$ cat src/rtl/math_pipelined_arbiter.sv
// Round-robin front end that shares one multi-cycle add/sub unit among NUM_REQ requesters.
// One operation in flight at a time; the response is held until it is accepted.
module math_pipelined_arbiter #(
  parameter int WIDTH    = 4,
  parameter int LATENCY  = 4,
  parameter int NUM_REQ  = 2,
  parameter int ID_WIDTH = 1
) (
  input  logic                       clk,
  input  logic                       rst,
  input  logic [NUM_REQ-1:0]         req_valid,
  output logic [NUM_REQ-1:0]         req_ready,
  input  logic [NUM_REQ-1:0]         req_op,
  input  logic [NUM_REQ*WIDTH-1:0]   req_a,
  input  logic [NUM_REQ*WIDTH-1:0]   req_b,
  output logic                       alu_ce,
  output logic [WIDTH-1:0]           alu_i1,
  output logic [WIDTH-1:0]           alu_i2,
  input  logic [WIDTH-1:0]           alu_sum,
  input  logic [WIDTH-1:0]           alu_sub,
  output logic                       rsp_valid,
  input  logic                       rsp_ready,
  output logic [ID_WIDTH-1:0]        rsp_id,
  output logic [WIDTH-1:0]           rsp_data
);

  localparam logic [1:0] S_IDLE  = 2'd0;
  localparam logic [1:0] S_ISSUE = 2'd1;
  localparam logic [1:0] S_WAIT  = 2'd2;
  localparam logic [1:0] S_RESP  = 2'd3;
  localparam int CW = (LATENCY > 1) ? $clog2(LATENCY) : 1;

  logic [1:0]          state;
  logic [ID_WIDTH-1:0] rr_ptr;
  logic [ID_WIDTH-1:0] grant;
  logic [ID_WIDTH-1:0] next_ptr;
  logic                found;
  logic                sel_op;
  logic [WIDTH-1:0]    sel_a;
  logic [WIDTH-1:0]    sel_b;
  logic [CW-1:0]       cnt;
  logic                lat_op;
  logic [ID_WIDTH-1:0] lat_id;
  logic [WIDTH-1:0]    lat_a;
  logic [WIDTH-1:0]    lat_b;

  // Winner is the valid requester with the smallest circular distance from rr_ptr.
  always_comb begin
    int best;
    best   = NUM_REQ;
    grant  = '0;
    sel_op = 1'b0;
    sel_a  = '0;
    sel_b  = '0;
    for (int i = 0; i < NUM_REQ; i++) begin
      int d;
      d = i - int'(rr_ptr);
      if (d < 0) d = d + NUM_REQ;
      if (req_valid[i] && d < best) begin
        best   = d;
        grant  = ID_WIDTH'(i);
        sel_op = req_op[i];
        sel_a  = req_a[i*WIDTH +: WIDTH];
        sel_b  = req_b[i*WIDTH +: WIDTH];
      end
    end
    found = |req_valid;
  end

  always_comb begin
    if (int'(grant) == NUM_REQ - 1) next_ptr = '0;
    else                            next_ptr = grant + ID_WIDTH'(1);
  end

  always_comb begin
    req_ready = '0;
    for (int i = 0; i < NUM_REQ; i++)
      req_ready[i] = !rst && (state == S_IDLE) && found && (grant == ID_WIDTH'(i));
  end

  assign alu_ce = (state == S_ISSUE);
  assign alu_i1 = lat_a;
  assign alu_i2 = lat_b;

  always_ff @(posedge clk or posedge rst) begin
    if (rst) begin
      state     <= S_IDLE;
      rr_ptr    <= '0;
      cnt       <= '0;
      lat_op    <= 1'b0;
      lat_id    <= '0;
      lat_a     <= '0;
      lat_b     <= '0;
      rsp_valid <= 1'b0;
      rsp_id    <= '0;
      rsp_data  <= '0;
    end else begin
      case (state)
        S_IDLE: begin
          if (found) begin
            lat_op <= sel_op;
            lat_id <= grant;
            lat_a  <= sel_a;
            lat_b  <= sel_b;
            rr_ptr <= next_ptr;
            state  <= S_ISSUE;
          end
        end
        S_ISSUE: begin
          cnt   <= CW'(LATENCY - 1);
          state <= S_WAIT;
        end
        S_WAIT: begin
          if (cnt == '0) begin
            rsp_data  <= lat_op ? alu_sub : alu_sum;
            rsp_id    <= lat_id;
            rsp_valid <= 1'b1;
            state     <= S_RESP;
          end else begin
            cnt <= cnt - CW'(1);
          end
        end
        S_RESP: begin
          // Result registers are left holding the last value after the handshake.
          if (rsp_ready) begin
            rsp_valid <= 1'b0;
            state     <= S_IDLE;
          end
        end
        default: state <= S_IDLE;
      endcase
    end
  end

endmodule

$ cat config.mk
export PLATFORM = sky130hd
export DESIGN_NAME = math_pipelined_arbiter
export DESIGN_NICKNAME = d
export VERILOG_FILES = /design/src/rtl/math_pipelined_arbiter.sv
export SDC_FILE = /design/constraint.sdc
export NUM_CORES = 1
export LEC_CHECK = 0
export ABC_AREA = 1
export CORE_MARGIN = 5
export CORE_UTILIZATION = 46
export CTS_CLUSTER_DIAMETER = 100
export DETAILED_ROUTE_END_ITERATION = 8
export PLACE_DENSITY = 0.94
export SLEW_MARGIN = 20
export SYNTH_ARGS = -nofsm -noshare
export SYNTH_HDL_FRONTEND = slang
export SYNTH_SLANG_ARGS = --single-unit
$ cat constraint.sdc
create_clock -name clk -period 2.67 [get_ports clk]
set_clock_uncertainty 0.05 [all_clocks]
set_input_delay 0.534 -clock clk [delete_from_list [all_inputs] [get_ports clk]]
set_output_delay 0.534 -clock clk [all_outputs]
set_load 0.05 [all_outputs]
Word-level counts from Yosys, hierarchy flattened
Cells that the tools add are included.

storage, ports and cells
  register bits = 21
  bits of input ports = 31

operators by class
  multiplexer cells = 21
  reductions and logical operators = 17
  add/sub/neg operators = 6
  equal/unequal tests = 7
  $lt $le $gt $ge = 4
  bitwise logic cells = 1

operators with widths
  operator             count
  $mux 32              3
  $lt 32x3->1 const B  1
  $lt 32x32->1         1
  $mux 4               5
  $add 2x3->4 const B  2
  $mux 2               4
  $ne 2x2->1 const B   4
  $pmux 2 s4           1
  $logic_and 1x1->1    6
  $mux 1               6
  $reduce_and 2->1     3
  $reduce_and 3->1     2
  $eq 2x2->1 const B   2
  $logic_not 2->1      2
  $lt 2x1->1 const B   2
  $pmux 2 s2           1
  $reduce_bool 2->1    2
  $sub 1x1->2 const A  2
  $eq 2x1->1 const B   1
  $pmux 1 s2           1
  $reduce_or 2->1      1
  $sub 2x1->2 const B  1
  $add 1x1->1 const B  1
  $logic_not 1->1      1
  $not 1->1            1

Depth between registers and ports, before layout
Gate-level depths: netlist of run 1.

  depth after elaboration = 11
  depth in mapped cells = 8
  depth with buffers taken out = 8

Least setup slack after synthesis of run 1
OpenSTA, ideal clock, no wires.

  kind = flip-flop to output port
  start = register state[0]
  end = output port req_ready[1]
  stages on the path, launching flop included = 6
  data required time = 2086 ps
  setup slack = 421 ps
  data arrival time = 1665 ps
  cell sequence = dfrtp_1 > inv_1 > ha_1 > buf_2 > nand3_1 > nor2_1

between the ends
  word-level cells in the longest chain between the ends = 4

ends and longest elaborated chain
  element                          line  text
  start: declaration               33    logic [1:0] state;
  start signal: assignment         87    state <= S_IDLE;
  start signal: assignment         106   state <= S_ISSUE;
  start signal: assignment         111   state <= S_WAIT;
  $logic_not 2->1                  78    req_ready[i] = !rst && (state == S_IDLE) && found && (grant == ID_WIDTH'(i));
  $logic_and 1x1->1 (3 in series)  78
  end: declaration                 12    output logic [NUM_REQ-1:0] req_ready,

Every way passes these cells.

Worst setup path in the final report of run 1
  start = register state[1]
  end = output port alu_ce

between the ends
  word-level cells in the longest chain between the ends = 1

ends and longest elaborated chain
  element           line  text
  $eq 2x1->1        81    assign alu_ce = (state == S_ISSUE);
  end: declaration  16    output logic alu_ce,

Every way passes these cells.

==> results of run 1 <==
## worst max-delay path by stage
| stage | startpoint | endpoint | slack [ns] | depth (start not counted) |
|---|---|---|---|---|
| after floorplan | state[0] | req_ready[1] | 0.42 | 5 |
| after global placement | req_valid[0] | req_ready[0] | 0.41 | 6 |
| after detailed placement | req_valid[0] | req_ready[0] | 0.38 | 6 |
| after CTS | state[1] | alu_ce | 0.24 | 3 |
| after global routing | state[1] | alu_ce | 0.14 | 3 |
| final | state[1] | alu_ce | 0.24 | 3 |
## flip-flops by register name (all words and copies together), names as in the netlist
register and count:
cnt 2, rr_ptr 1, state 2, alu_i2 4
rsp_valid 1, lat_id 1, alu_i1 4, lat_op 1
rsp_id 1, rsp_data 4
## layer usage
layer / vias to the layer above / GRT usage / wire length (µm) / part of all wire
met3: 2 / 0.0234 / 185 / 0.061
met2: 42 / 0.310 / 1500 / 0.49
met1: 548 / 0.239 / 1320 / 0.43
li1: 605 / - / - / -
met5: - / 0 / 0 / 0
met4: 0 / 0.0526 / 27 / 0.0089
## worst max-delay path, stage by stage (launching register included)
cell and delay (ns):
dfrtp_1 0.45, inv_1 0.12, ha_1 0.17, clkdlybuf4s50_1 0.80
## final cells by class
cell class / count / area share
timing repair buffer: 53 / 0.306
sequential: 21 / 0.300
multi-input combinational: 105 / 0.306
inverter: 24 / 0.0514
tap: 30 / 0.0214
clock buffer: 4 / 0.0150
## cell usage after synthesis (all sizes together)
master,number,area share
nand2,42,0.13
inv,24,0.076
nand3,23,0.097
dfrtp,21,0.44
nand4,9,0.047
a21oi,8,0.034
nor2,8,0.027
ha,7,0.074
o21ai,6,0.028
buf,5,0.028
o211ai,1,0.0063
or2,1,0.0053
## through the flow
step                      area [µm²]  cells
after floorplan                 1190    155
after global placement          1730    233
after detailed placement        1730    233
after CTS                       1750    237
after global routing            1750    237
final                           1750    237
## power breakdown
group	internal [µW]	total [µW]	leakage [µW]	switching, µW
combinational	459	1290	0.000618	828
sequential	475	571	0.000255	95.8
clock	58.1	149	0.0000150	90.7
## cell families after synthesis
family | Yosys count
compound gates | 15
fa+ha+maj | 7
buf+inv | 29
flops | 21
simple gates | 83
==> out/metrics.yaml, run 1 <==
route:
  wl_per_cell_um: 12.8
  drcViolationCount: 0
  viasPerCell: 5.05
  firstDrtPassIters: 4
  totalWireLength_um: 3020
  vias: 1197
  ant_nets: 0
  initialDrtViolationCount: 31
cts:
  cts_setup_buffers: 0
  cts.clk_slew.worst_paths_ns: 0.11
  clock_latency_ns: 0.29
  cts_buffers: 3
  clockBufferDepth: 2
  cts_resized: 0
  hold_buffers: 0
  cts_root_buf: "clkbuf_4"
  cts_tree: "yes"
  htree_levels: 1
  cts_num_sinks: 21
yosys:
  ys_seq_area_frac: 0.443
  synth_nets: 193
  syn_avg_cell_area_um2: 7.65
  synth.cell_area_um2: 1190
  synth_cell_type_count: 16
  synth_simple_gate_area_frac: 0.310
  synth_fa_ha_area_frac: 0.0738
  synth-xor-area-share: 0
  yosys_warnings: 0
  synthMuxAreaShare: 0
  synth_seq_cells: 21
  syn-instance-count: 155
  synth_compound_area_frac: 0.0686
  synth_top_family_by_area: "simple AND/OR/NAND/NOR gates"
finish:
  final_core_utilization: 0.707
  mostFrequentLayoutCell: "clkdlybuf4s50_1"
  fillers: 209
  regArea_um2: 526
  n_antenna_cell: 0
  layout_common_cells: "clkdlybuf4s50_1, nand2_1, inv_1"
  drive_above_1_share: 0.0676
  fin_nets: 246
  multi_input_area_um2: 537
  synthToLayoutAreaGrowth_pct: 47.7
power_and_ir_drop:
  power_density_nw_per_um2: 1150
  power_uw: 2010
  peakVddDrop_mv: 0.778
  p_leak_uw: 0.000888
floorplanning:
  die_w_um: 60.8
  fp.dieH_um: 60.8
  die-area_um2: 3690
  ios: 48
  initial_utilization: 0.479
  coreArea_um2: 2480
  rows: 18
sta:
  slew_viol_final: 0
  grt_setup_unrepaired: "no"
  holdWs_ns: 0.449
  max_freq_ghz: 0.412
  hold_violations: 0
  min_period_ns: 2.43
  finalSetupTns_ns: 0
  finalCritPeriodShare: 0.909
  relSlewSlack: 0.479
  setup_slack_ns: 0.244
  worst_pin_slew_ns: 0.781
  finalSetupViolations: 0
grt:
  grt_max_degree: 22
  grt_first_pass_wirelength_um: 5070
  overflow: 0
  antenna_found_initial: 0
  grt_pass1_vias: 1156
  grt_usage: 0.181
setup_path:
  r2r_end: "alu_i2[3]"
  arrival_ns: 1.84
  r2r_cells: 6
  worstSetupStartpointType: "flip-flop"
  worstPathMaxFanout: 5
  reg2reg_from: "state[0]"
  crit_required_ns: 2.09
  end_kind: "output pin"
  r2r_setup_slack_ns: 1.14
  critical_path_class: "reg -> out"
min_path:
  hold_depth: 2
  hold_start: "rsp_id"
  holdPathEnd: "rsp_id"
  hp-class: "reg -> reg"
place:
  post-place-ws_ns: 0.381
  dp.final_hpwl_um: 2370
  gp_congestion: 0.802
  io_buffer_count: 47
run:
  max_cap_viol_count: 0
run_status:
  status: "finished, final reports clean"
Power figures use the tool's default switching activity.
==> inputs of run 2 (changes only) <==
- ABC_CLOCK_PERIOD_IN_PS: default -> 2670
==> results of run 2 <==
Final layout, timing and power as in run 1 (identical DEF).
